[src/rtl/hier_cmd_driver_if.sv]
// Command and response handshake bundle for hier_cmd_driver.
//
// Both ports use the same valid/ready rule. A transfer happens on a rising
// clk edge where valid and ready are both high. Once a sender raises valid,
// it holds valid and its payload steady until that transfer happens. A
// receiver may raise or lower ready on any cycle.
//
// The slave modport is the driver block: it receives commands and sends
// responses. The master modport is the system side.
interface hier_cmd_driver_if #(
  parameter int TAG_W = 4
);
  logic             cmd_valid;
  logic             cmd_ready;
  logic [7:0]       cmd_data;
  logic [7:0]       cmd_aux;
  logic [1:0]       cmd_ctrl;
  logic [TAG_W-1:0] cmd_tag;

  logic             rsp_valid;
  logic             rsp_ready;
  logic [7:0]       rsp_result;
  logic [1:0]       rsp_flags;
  logic [TAG_W-1:0] rsp_tag;

  modport master (
    output cmd_valid, cmd_data, cmd_aux, cmd_ctrl, cmd_tag,
    input  cmd_ready,
    input  rsp_valid, rsp_result, rsp_flags, rsp_tag,
    output rsp_ready
  );

  modport slave (
    input  cmd_valid, cmd_data, cmd_aux, cmd_ctrl, cmd_tag,
    output cmd_ready,
    output rsp_valid, rsp_result, rsp_flags, rsp_tag,
    input  rsp_ready
  );
endinterface

[src/rtl/hier_cmd_driver.sv]
// Command-side initiator for the registered two-stage shift/ALU datapath.
//
// The block accepts one tagged command at a time and drives it onto the
// datapath. One cycle later it captures the registered result and flags. It
// then pushes {result, flags, tag} into an in-order response FIFO.
//
// The FSM runs IDLE -> DRIVE -> CAPTURE -> IDLE, so it takes one command
// every three cycles.
//
// Optional feature: define HIER_CMD_CHECK_EN to add a reference model of the
// datapath. The model is checked against the captured result in CAPTURE and
// drives chk_mismatch and chk_err_count.
//
// dbg_state shows the FSM state: 0 = IDLE, 1 = DRIVE, 2 = CAPTURE.
module hier_cmd_driver #(
  parameter int RSP_DEPTH = 4,
  parameter int TAG_W     = 4
) (
  input  logic                 clk,
  input  logic                 rst_n,
  hier_cmd_driver_if.slave     host,
  output logic [7:0]           dp_main_data,
  output logic [7:0]           dp_aux_data,
  output logic [1:0]           dp_control,
  input  logic [7:0]           dp_final_result,
  input  logic [1:0]           dp_status_flags,
  output logic                 busy,
  output logic [1:0]           dbg_state
`ifdef HIER_CMD_CHECK_EN
  ,
  output logic                 chk_mismatch,
  output logic [7:0]           chk_err_count
`endif
);

  localparam int AW = (RSP_DEPTH > 1) ? $clog2(RSP_DEPTH) : 1;
  localparam logic [AW:0] DEPTH_C = (AW+1)'(RSP_DEPTH);

  typedef enum logic [1:0] {
    IDLE    = 2'd0,
    DRIVE   = 2'd1,
    CAPTURE = 2'd2
  } state_t;

  state_t           state, state_nxt;
  logic [TAG_W-1:0] tag_q;

  logic [AW-1:0]    wr_ptr, rd_ptr;
  logic [AW:0]      count;
  logic [7:0]       res_mem  [RSP_DEPTH];
  logic [1:0]       flg_mem  [RSP_DEPTH];
  logic [TAG_W-1:0] tag_mem  [RSP_DEPTH];

  logic accept, push, pop, fifo_empty;

  // Handshake decode. Space is checked on the full count (pop ignored),
  // so a command is accepted only if its response is sure to fit.
  always_comb begin
    fifo_empty     = (count == '0);
    host.cmd_ready = (state == IDLE) && (count < DEPTH_C);
    accept         = host.cmd_valid && host.cmd_ready;
    push           = (state == CAPTURE);
    pop            = !fifo_empty && host.rsp_ready;
    busy           = (state != IDLE);
    dbg_state      = state;
  end

  // FSM state register.
  always_ff @(posedge clk or negedge rst_n) begin
    if (!rst_n) state <= IDLE;
    else        state <= state_nxt;
  end

  // FSM next-state logic: one command every three cycles.
  always_comb begin
    state_nxt = state;
    case (state)
      IDLE:    if (accept) state_nxt = DRIVE;
      DRIVE:   state_nxt = CAPTURE;
      CAPTURE: state_nxt = IDLE;
      default: state_nxt = IDLE;
    endcase
  end

  // Datapath drive registers. They hold the last command between operations.
  always_ff @(posedge clk or negedge rst_n) begin
    if (!rst_n) begin
      dp_main_data <= 8'h00;
      dp_aux_data  <= 8'h00;
      dp_control   <= 2'b00;
      tag_q        <= '0;
    end else if (accept) begin
      dp_main_data <= host.cmd_data;
      dp_aux_data  <= host.cmd_aux;
      dp_control   <= host.cmd_ctrl;
      tag_q        <= host.cmd_tag;
    end
  end

  // FIFO pointers and occupancy. A push and a pop in the same cycle cancel.
  always_ff @(posedge clk or negedge rst_n) begin
    if (!rst_n) begin
      wr_ptr <= '0;
      rd_ptr <= '0;
      count  <= '0;
    end else begin
      if (push) wr_ptr <= wr_ptr + 1'b1;
      if (pop)  rd_ptr <= rd_ptr + 1'b1;
      case ({push, pop})
        2'b10:   count <= count + 1'b1;
        2'b01:   count <= count - 1'b1;
        default: count <= count;
      endcase
    end
  end

  // FIFO storage. Contents are don't-care until written; the head is gated below.
  always_ff @(posedge clk) begin
    if (push) begin
      res_mem[wr_ptr] <= dp_final_result;
      flg_mem[wr_ptr] <= dp_status_flags;
      tag_mem[wr_ptr] <= tag_q;
    end
  end

  // Response head. Fields read zero when empty, so stale entries never show.
  always_comb begin
    host.rsp_valid  = !fifo_empty;
    host.rsp_result = fifo_empty ? 8'h00 : res_mem[rd_ptr];
    host.rsp_flags  = fifo_empty ? 2'b00 : flg_mem[rd_ptr];
    host.rsp_tag    = fifo_empty ? '0    : tag_mem[rd_ptr];
  end

`ifdef HIER_CMD_CHECK_EN
  // Reference datapath: returns {result, overflow, |data}.
  function automatic logic [9:0] dp_model(input logic [7:0] d,
                                          input logic [7:0] a,
                                          input logic [1:0] c);
    logic [7:0] s;
    logic [7:0] r;
    logic       ov;
    s  = 8'h00;
    r  = 8'h00;
    ov = 1'b0;
    case (c)
      2'b00: begin
        s  = {1'b0, d[7:1]};
        r  = s + a;
        ov = (r < s);
      end
      2'b01:   r = 8'h00 - a;
      2'b10: begin
        s = {d[6:0], 1'b0};
        r = s & a;
      end
      default: r = a;
    endcase
    return {r, ov, |d};
  endfunction

  logic [9:0] model_exp;

  // Compare the captured datapath outputs with the model. The flag is only
  // meaningful during CAPTURE.
  always_comb begin
    model_exp    = dp_model(dp_main_data, dp_aux_data, dp_control);
    chk_mismatch = (state == CAPTURE) &&
                   (model_exp != {dp_final_result, dp_status_flags});
  end

  // Saturating count of mismatches.
  always_ff @(posedge clk or negedge rst_n) begin
    if (!rst_n)                                   chk_err_count <= 8'h00;
    else if (chk_mismatch && chk_err_count != 8'hFF) chk_err_count <= chk_err_count + 8'h01;
  end
`endif

endmodule

[src/flat_wrapper.sv]
// flat-port wrapper written by rule: the top's interface ports become plain ports
module hier_cmd_driver_flat 
#(
  parameter int RSP_DEPTH = 4,
  parameter int TAG_W     = 4
)
  (clk, rst_n, dp_main_data, dp_aux_data, dp_control, dp_final_result, dp_status_flags, busy, dbg_state, host_cmd_valid, host_cmd_data, host_cmd_aux, host_cmd_ctrl, host_cmd_tag, host_cmd_ready, host_rsp_valid, host_rsp_result, host_rsp_flags, host_rsp_tag, host_rsp_ready);
  hier_cmd_driver_if #(.TAG_W(TAG_W)) host_i ();
  input  logic clk;
  input  logic rst_n;
  output logic [7:0] dp_main_data;
  output logic [7:0] dp_aux_data;
  output logic [1:0] dp_control;
  input  logic [7:0] dp_final_result;
  input  logic [1:0] dp_status_flags;
  output logic busy;
  output logic [1:0] dbg_state;
  input wire logic [$bits(host_i.cmd_valid)-1:0] host_cmd_valid;
  input wire logic [$bits(host_i.cmd_data)-1:0] host_cmd_data;
  input wire logic [$bits(host_i.cmd_aux)-1:0] host_cmd_aux;
  input wire logic [$bits(host_i.cmd_ctrl)-1:0] host_cmd_ctrl;
  input wire logic [$bits(host_i.cmd_tag)-1:0] host_cmd_tag;
  output wire logic [$bits(host_i.cmd_ready)-1:0] host_cmd_ready;
  output wire logic [$bits(host_i.rsp_valid)-1:0] host_rsp_valid;
  output wire logic [$bits(host_i.rsp_result)-1:0] host_rsp_result;
  output wire logic [$bits(host_i.rsp_flags)-1:0] host_rsp_flags;
  output wire logic [$bits(host_i.rsp_tag)-1:0] host_rsp_tag;
  input wire logic [$bits(host_i.rsp_ready)-1:0] host_rsp_ready;
  assign host_i.cmd_valid = host_cmd_valid;
  assign host_i.cmd_data = host_cmd_data;
  assign host_i.cmd_aux = host_cmd_aux;
  assign host_i.cmd_ctrl = host_cmd_ctrl;
  assign host_i.cmd_tag = host_cmd_tag;
  assign host_cmd_ready = host_i.cmd_ready;
  assign host_rsp_valid = host_i.rsp_valid;
  assign host_rsp_result = host_i.rsp_result;
  assign host_rsp_flags = host_i.rsp_flags;
  assign host_rsp_tag = host_i.rsp_tag;
  assign host_i.rsp_ready = host_rsp_ready;
  hier_cmd_driver #(.RSP_DEPTH(RSP_DEPTH), .TAG_W(TAG_W)) u_core (.clk(clk), .rst_n(rst_n), .host(host_i), .dp_main_data(dp_main_data), .dp_aux_data(dp_aux_data), .dp_control(dp_control), .dp_final_result(dp_final_result), .dp_status_flags(dp_status_flags), .busy(busy), .dbg_state(dbg_state));
endmodule
[config.mk]
export PLATFORM = sky130hd
export DESIGN_NAME = hier_cmd_driver_flat
export DESIGN_NICKNAME = d
export VERILOG_FILES = /design/src/rtl/hier_cmd_driver_if.sv /design/src/rtl/hier_cmd_driver.sv /design/src/flat_wrapper.sv
export SDC_FILE = /design/constraint.sdc
export NUM_CORES = 1
export LEC_CHECK = 0
export ABC_AREA = 0
export CORE_UTILIZATION = 50
export CTS_BUF_LIST = sky130_fd_sc_hd__clkbuf_4 sky130_fd_sc_hd__clkbuf_8
export DETAILED_ROUTE_END_ITERATION = 10
export DONT_BUFFER_PORTS = 1
export RECOVER_POWER = 25
export REMOVE_ABC_BUFFERS = 1
export SYNTH_ARGS = -nofsm -noshare
export SYNTH_HDL_FRONTEND = slang
export SYNTH_SLANG_ARGS = --single-unit
[constraint.sdc]
create_clock -name clk -period 4.65 [get_ports clk]
set_input_delay 0.93 -clock clk [delete_from_list [all_inputs] [get_ports clk]]
set_output_delay 0.93 -clock clk [all_outputs]
set_load 0.05 [all_outputs]
==> results of run 1 <==
[cells by family after synthesis]
logic type      share of synthesized area
flops                              0.7085
mux                                0.1688
simple gates                      0.05087
buf+inv                           0.02994
xor+xnor                          0.01515
fa+ha+maj                         0.02381
compound gates                   0.002886
[metrics by stage]
step,instance area (µm²),utilization,hold WS [ns]
6_report,3657,0.5600,0.2683
5_1_grt,3657,0.5600,0.2401
4_1_cts,3657,0.5600,0.2471
3_5_place_dp,3483,0.5333,0.4933
3_3_place_gp,3483,0.5333,0.4751
2_1_floorplan,3387,-,0.4612
[flip-flops by register name, summed over array words and instances, names as in the netlist]
name                 flops
u_core.dp_aux_data       8
u_core.dp_main_data      8
u_core.dbg_state         2
u_core.res_mem          32
u_core.flg_mem           8
u_core.rd_ptr            2
u_core.count             3
u_core.wr_ptr            2
u_core.tag_q             4
u_core.dp_control        2
u_core.tag_mem          16
[per-layer routing]
layer | part of all wire | wire length [µm]
met1 | 0.42 | 2128
met2 | 0.48 | 2460
met3 | 0.077 | 393
met4 | 0.023 | 118
met5 | 0 | 0
[area by class of cell]
cell class / count / area, µm² / share of cell area
Clock buffer: 10 / 131.4 / 0.03592
Clock inverter: 6 / 42.54 / 0.01163
Inverter: 6 / 22.52 / 0.006158
Multi-Input combinational cell: 79 / 907.1 / 0.2480
Sequential cell: 87 / 2457 / 0.6719
Tap cell: 77 / 96.34 / 0.02634
[cells in the final DEF, fill, tap and decap left out, types with 3 or more instances in the layout]
cell type  instances
dfrtp_1           31
xnor2_1            3
inv_1              6
mux4_2             8
ha_1               5
mux4_1             6
clkbuf_8           9
mux2_1             5
edfxtp_1          56
mux2_2            17
xor2_1             3
and2_1            20
[final timing paths]
kind	depth (start not counted)	slack [ns]	end	startpoint
hold reg to reg	1	0.51	u_core.count[0]	u_core.count[0]
min in group clk	1	0.51	u_core.count[0]	u_core.count[0]
setup / recovery	2	1.46	host_rsp_result[0]	u_core.rd_ptr[0]
hold / removal	0	0.27	u_core.rd_ptr[1]	rst_n
setup reg to reg	3	1.82	u_core.tag_q[0]	u_core.dbg_state[1]
max in group asynchronous	0	4.29	u_core.count[2]	rst_n
==> summary.txt, run 1 <==
vias in the first global route: 1724
largest cells by area after synthesis: edfxtp_1 48%, dfrtp_1 22%, mux2_2 5.5%
CTS tree: yes
post-route ant nets: 0
Placed Cells: 249
Rel. slew slack: 0.3625
die area: 7274 µm²
Routability Congestion: 0.6768
FMAX: 0.3137 GHz
Top FF cell, synth: edfxtp_1
Crit. End Element: primary output
Netlist cell types: 24
Async SR Flop Fraction: 0.3563
Post-Synthesis Cells: 181
vias: 1493
met2 Usage GRT: 0.2595
smallest setup slack after layout: 1.462 ns
Critical path buffers and inverters: 0
CTS H-tree depth: 3
Post-synth EDFFs: 56
area delta synth->final: 5.447%
status: complete, no violations
Chip Height: 85.29 µm
Worst Tran Pin Value: 0.9562 ns
Slew Limit Fails: 0
initial drt markers: 93
Antenna Cells: 0
PostCTS Resize Cnt: 0
Boundary Pins: 73
clock transition at the registers of the reported paths: 0.09 ns
CP max stage delay: 0.92 ns
final net count: 225
area leader, netlist: edfxtp_1
Tot GR Track Use: 0.1585
CP delay by family, top: flip-flops
Core Rows: 29
pin count of the biggest net entering global routing: 32
Yosys reg bits: 87
WP data arrival: 2.26 ns
Finished Layout Cells: 265
Clock Tree Buf Depth: 2
Port Buffers: 0
Final Hold Viols: 0
share of cells above drive strength 1: 0.2287
Final HPWL DP: 3285 µm
fill count: 501
synth warn: 0
most common cell in the synthesized netlist: edfxtp_1
sequential share of the synthesized area: 0.7085
root buffer cell: clkbuf_8
Post-CTS Setup Inserts: 0
Startpoint Class: flip-flop
drt first pass iters: 3
M3 GR Usage: 0.05545
DRC errors left: 0
Die W: 85.29 µm
maxcap violations: 0
final cycle utilization of the critical path: 0.6855
most common library cells after synthesis: 56 x edfxtp_1, 31 x dfrtp_1, 20 x and2_1
clock period minus worst slack: 3.188 ns
initial antenna violation count: 0
DR WL/cell: 19.25 µm
grt total ovfl: 0
initial core utilization: 0.5310
Sum Neg Setup Slack: 0 ns
share of the synthesized area in the top cell type: 0.4848
via/cell ratio: 5.634
Routed WL: 5100 µm
cts bufs inserted: 9
class of the worst hold path: input port to async pin
WS Path Type: flip-flop to primary output
WP data required: 3.72 ns
Post-Route Skew: 0.01497 ns
cts-stage hold buffer count: 0
met1 Use GR: 0.1864
Place WS: 1.758 ns
Clock Latency Late Sink: 0.35 ns
worst-path cell chain: mux4_1 -> and2_1
GRT Max-Usage Layer: met2
RSZ-0062 raised after global routing: false
CTS sink count: 87
Slowest-stage cell, CP: dfrtp_1
critical path peak fanout: 16
Syn Area/Cell: 19.16 µm²
first-pass GRT wire length: 8335 µm
synthesized area: 3468 µm²
core area: 6531 µm²
Final setup viols: 0
Power of run 1 is left out: the tool's default activity adds up to more than one toggle a clock period on the data nets, which glitch-free logic cannot reach.
==> inputs of run 2 (changes only) <==
==> constraint.sdc (replaced) <==
create_clock -name clk -period 3.1 [get_ports clk]
set_input_delay 0.62 -clock clk [delete_from_list [all_inputs] [get_ports clk]]
set_output_delay 0.62 -clock clk [all_outputs]
set_load 0.05 [all_outputs]
==> summary.txt, run 2 (same netlist as run 1, synthesis figures left out) <==
R2R setup slack: 0.79 ns
initial drt markers: 111
Hold Crit Endpoint: u_core.res_mem[2][2]
CTS sink count: 87
max reg flops: 32
Startpoint Class: flip-flop
Slowest-stage cell, CP: dfrtp_1
Sum Neg Setup Slack: 0 ns
Clock Tree Buf Depth: 2
initial core utilization: 0.5310
r2r startpoint: u_core.count[2]
first-pass GRT wire length: 8645 µm
drt first pass iters: 4
Post-CTS Setup Inserts: 0
CTS tree: yes
clock transition at the registers of the reported paths: 0.09 ns
FMAX: 0.3666 GHz
Clock Latency Late Sink: 0.34 ns
class of the worst hold path: input port to flip-flop
Largest Register: u_core.res_mem
Routability Congestion: 0.7481
grt total ovfl: 0
Chip Height: 85.29 µm
vias in the first global route: 1759
failing checks: capacitance limit, slew limit
final net count: 230
Rel. slew slack: -0.08173
DR WL/cell: 20.19 µm
Die W: 85.29 µm
DRC errors left: 0
CP delay by family, top: flip-flops
Reg2Reg Capture Point: u_core.count[2]
HP Start: dp_final_result[2]
status: complete, but fails checks
post-route ant nets: 0
share of cells above drive strength 1: 0.2435
pin count of the biggest net entering global routing: 32
WS Path Type: flip-flop to primary output
most common cell after layout, fill and taps aside: edfxtp_1
Antenna Cells: 0
WP data required: 2.48 ns
Post-Route Skew: 0.004478 ns
WP data arrival: 2.11 ns
Final Hold Viols: 0
maxcap violations: 1
Port Buffers: 0
critical path startpoint: u_core.rd_ptr[0]
clock period minus worst slack: 2.728 ns
Final HPWL DP: 3494 µm
CTS H-tree depth: 3
Crit. End Element: primary output
Core Rows: 29
Final setup viols: 0
via/cell ratio: 5.622
core area: 6531 µm²
vias: 1518
Slew Limit Fails: 32
Tot GR Track Use: 0.1658
root buffer cell: clkbuf_8
Worst Tran Pin Value: 1.623 ns
cts bufs inserted: 9
die area: 7274 µm²
Boundary Pins: 73
CP max stage delay: 0.65 ns
RSZ-0062 raised after global routing: false
most frequent cells in the layout: 56 x edfxtp_1, 31 x dfrtp_1, 20 x and2_1, 17 x mux2_2, 11 x clkbuf_8
fill count: 492
biggest regs: u_core.res_mem (32), u_core.tag_mem (16)
final cycle utilization of the critical path: 0.8799
initial antenna violation count: 0
Routed WL: 5451 µm
multi-input logic area: 907.1 µm²
area delta synth->final: 7.287%
r2r worst-path depth: 8
FF/Latch Area: 2457 µm²
Critical path buffers and inverters: 1
Min-Delay Path Depth: 0
worst-path cell chain: buf_12 -> mux4_1 -> and2_1
critical path peak fanout: 9
run 2: repair_timing:
| action | in CTS | in global routing |
|---|---|---|
| hold endpoints to repair | 31 | 0 |
| resized for setup | 0 | 0 |
| setup endpoints to repair | 0 | 0 |
| hold buffers | 1 | 0 |
run 2: metal layers:
metal | global-route usage | share of wire
met5 | 0 | 0
met4 | 0.09091 | 0.013
met3 | 0.05837 | 0.072
met2 | 0.2823 | 0.52
met1 | 0.1826 | 0.39
run 2: worst max path at each step:
stage / to / cells past startpoint
floorplan: u_core.dp_aux_data[0] / 3
global placement: host_rsp_result[1] / 3
detailed placement: host_rsp_result[1] / 3
CTS: host_rsp_result[1] / 3
global route: host_rsp_result[1] / 3
finish: host_rsp_result[1] / 3
run 2: worst register-to-register path, delay by kind of cell, from the launching register on:
| family | cells | cell delay, ns |
|---|---|---|
| DFF | 1 | 0.42 |
| buffers and inverters | 1 | 0.06 |
| xor gates and xnor gates | 2 | 0.32 |
| adders and majority gates | 2 | 0.59 |
| and+or+nand+nor | 3 | 0.85 |
run 2: metrics by stage:
stage          hold WS, ns  instance area [µm²]  utilization  std cells  setup slack (ns)
6_report            0.3659                 3721       0.5697        270            0.3723
5_1_grt             0.3396                 3721       0.5697        270            0.2647
4_1_cts            0.07641                 3737       0.5722        270            0.3349
3_5_place_dp        0.3248                 3526       0.5398        253            0.7234
3_3_place_gp        0.3250                 3526       0.5398        253            0.7542
2_1_floorplan       0.3244                 3387            -        172            0.5200
run 2: area by class of cell:
cell class	count	share of cell area
multi-input combinational	79	0.2438
clock buffer	11	0.04069
sequential	87	0.6604
clock inverter	5	0.01076
timing repair buffer	5	0.01244
inverter	6	0.006052
tap	77	0.02589
Power of run 2 is left out for the same reason.
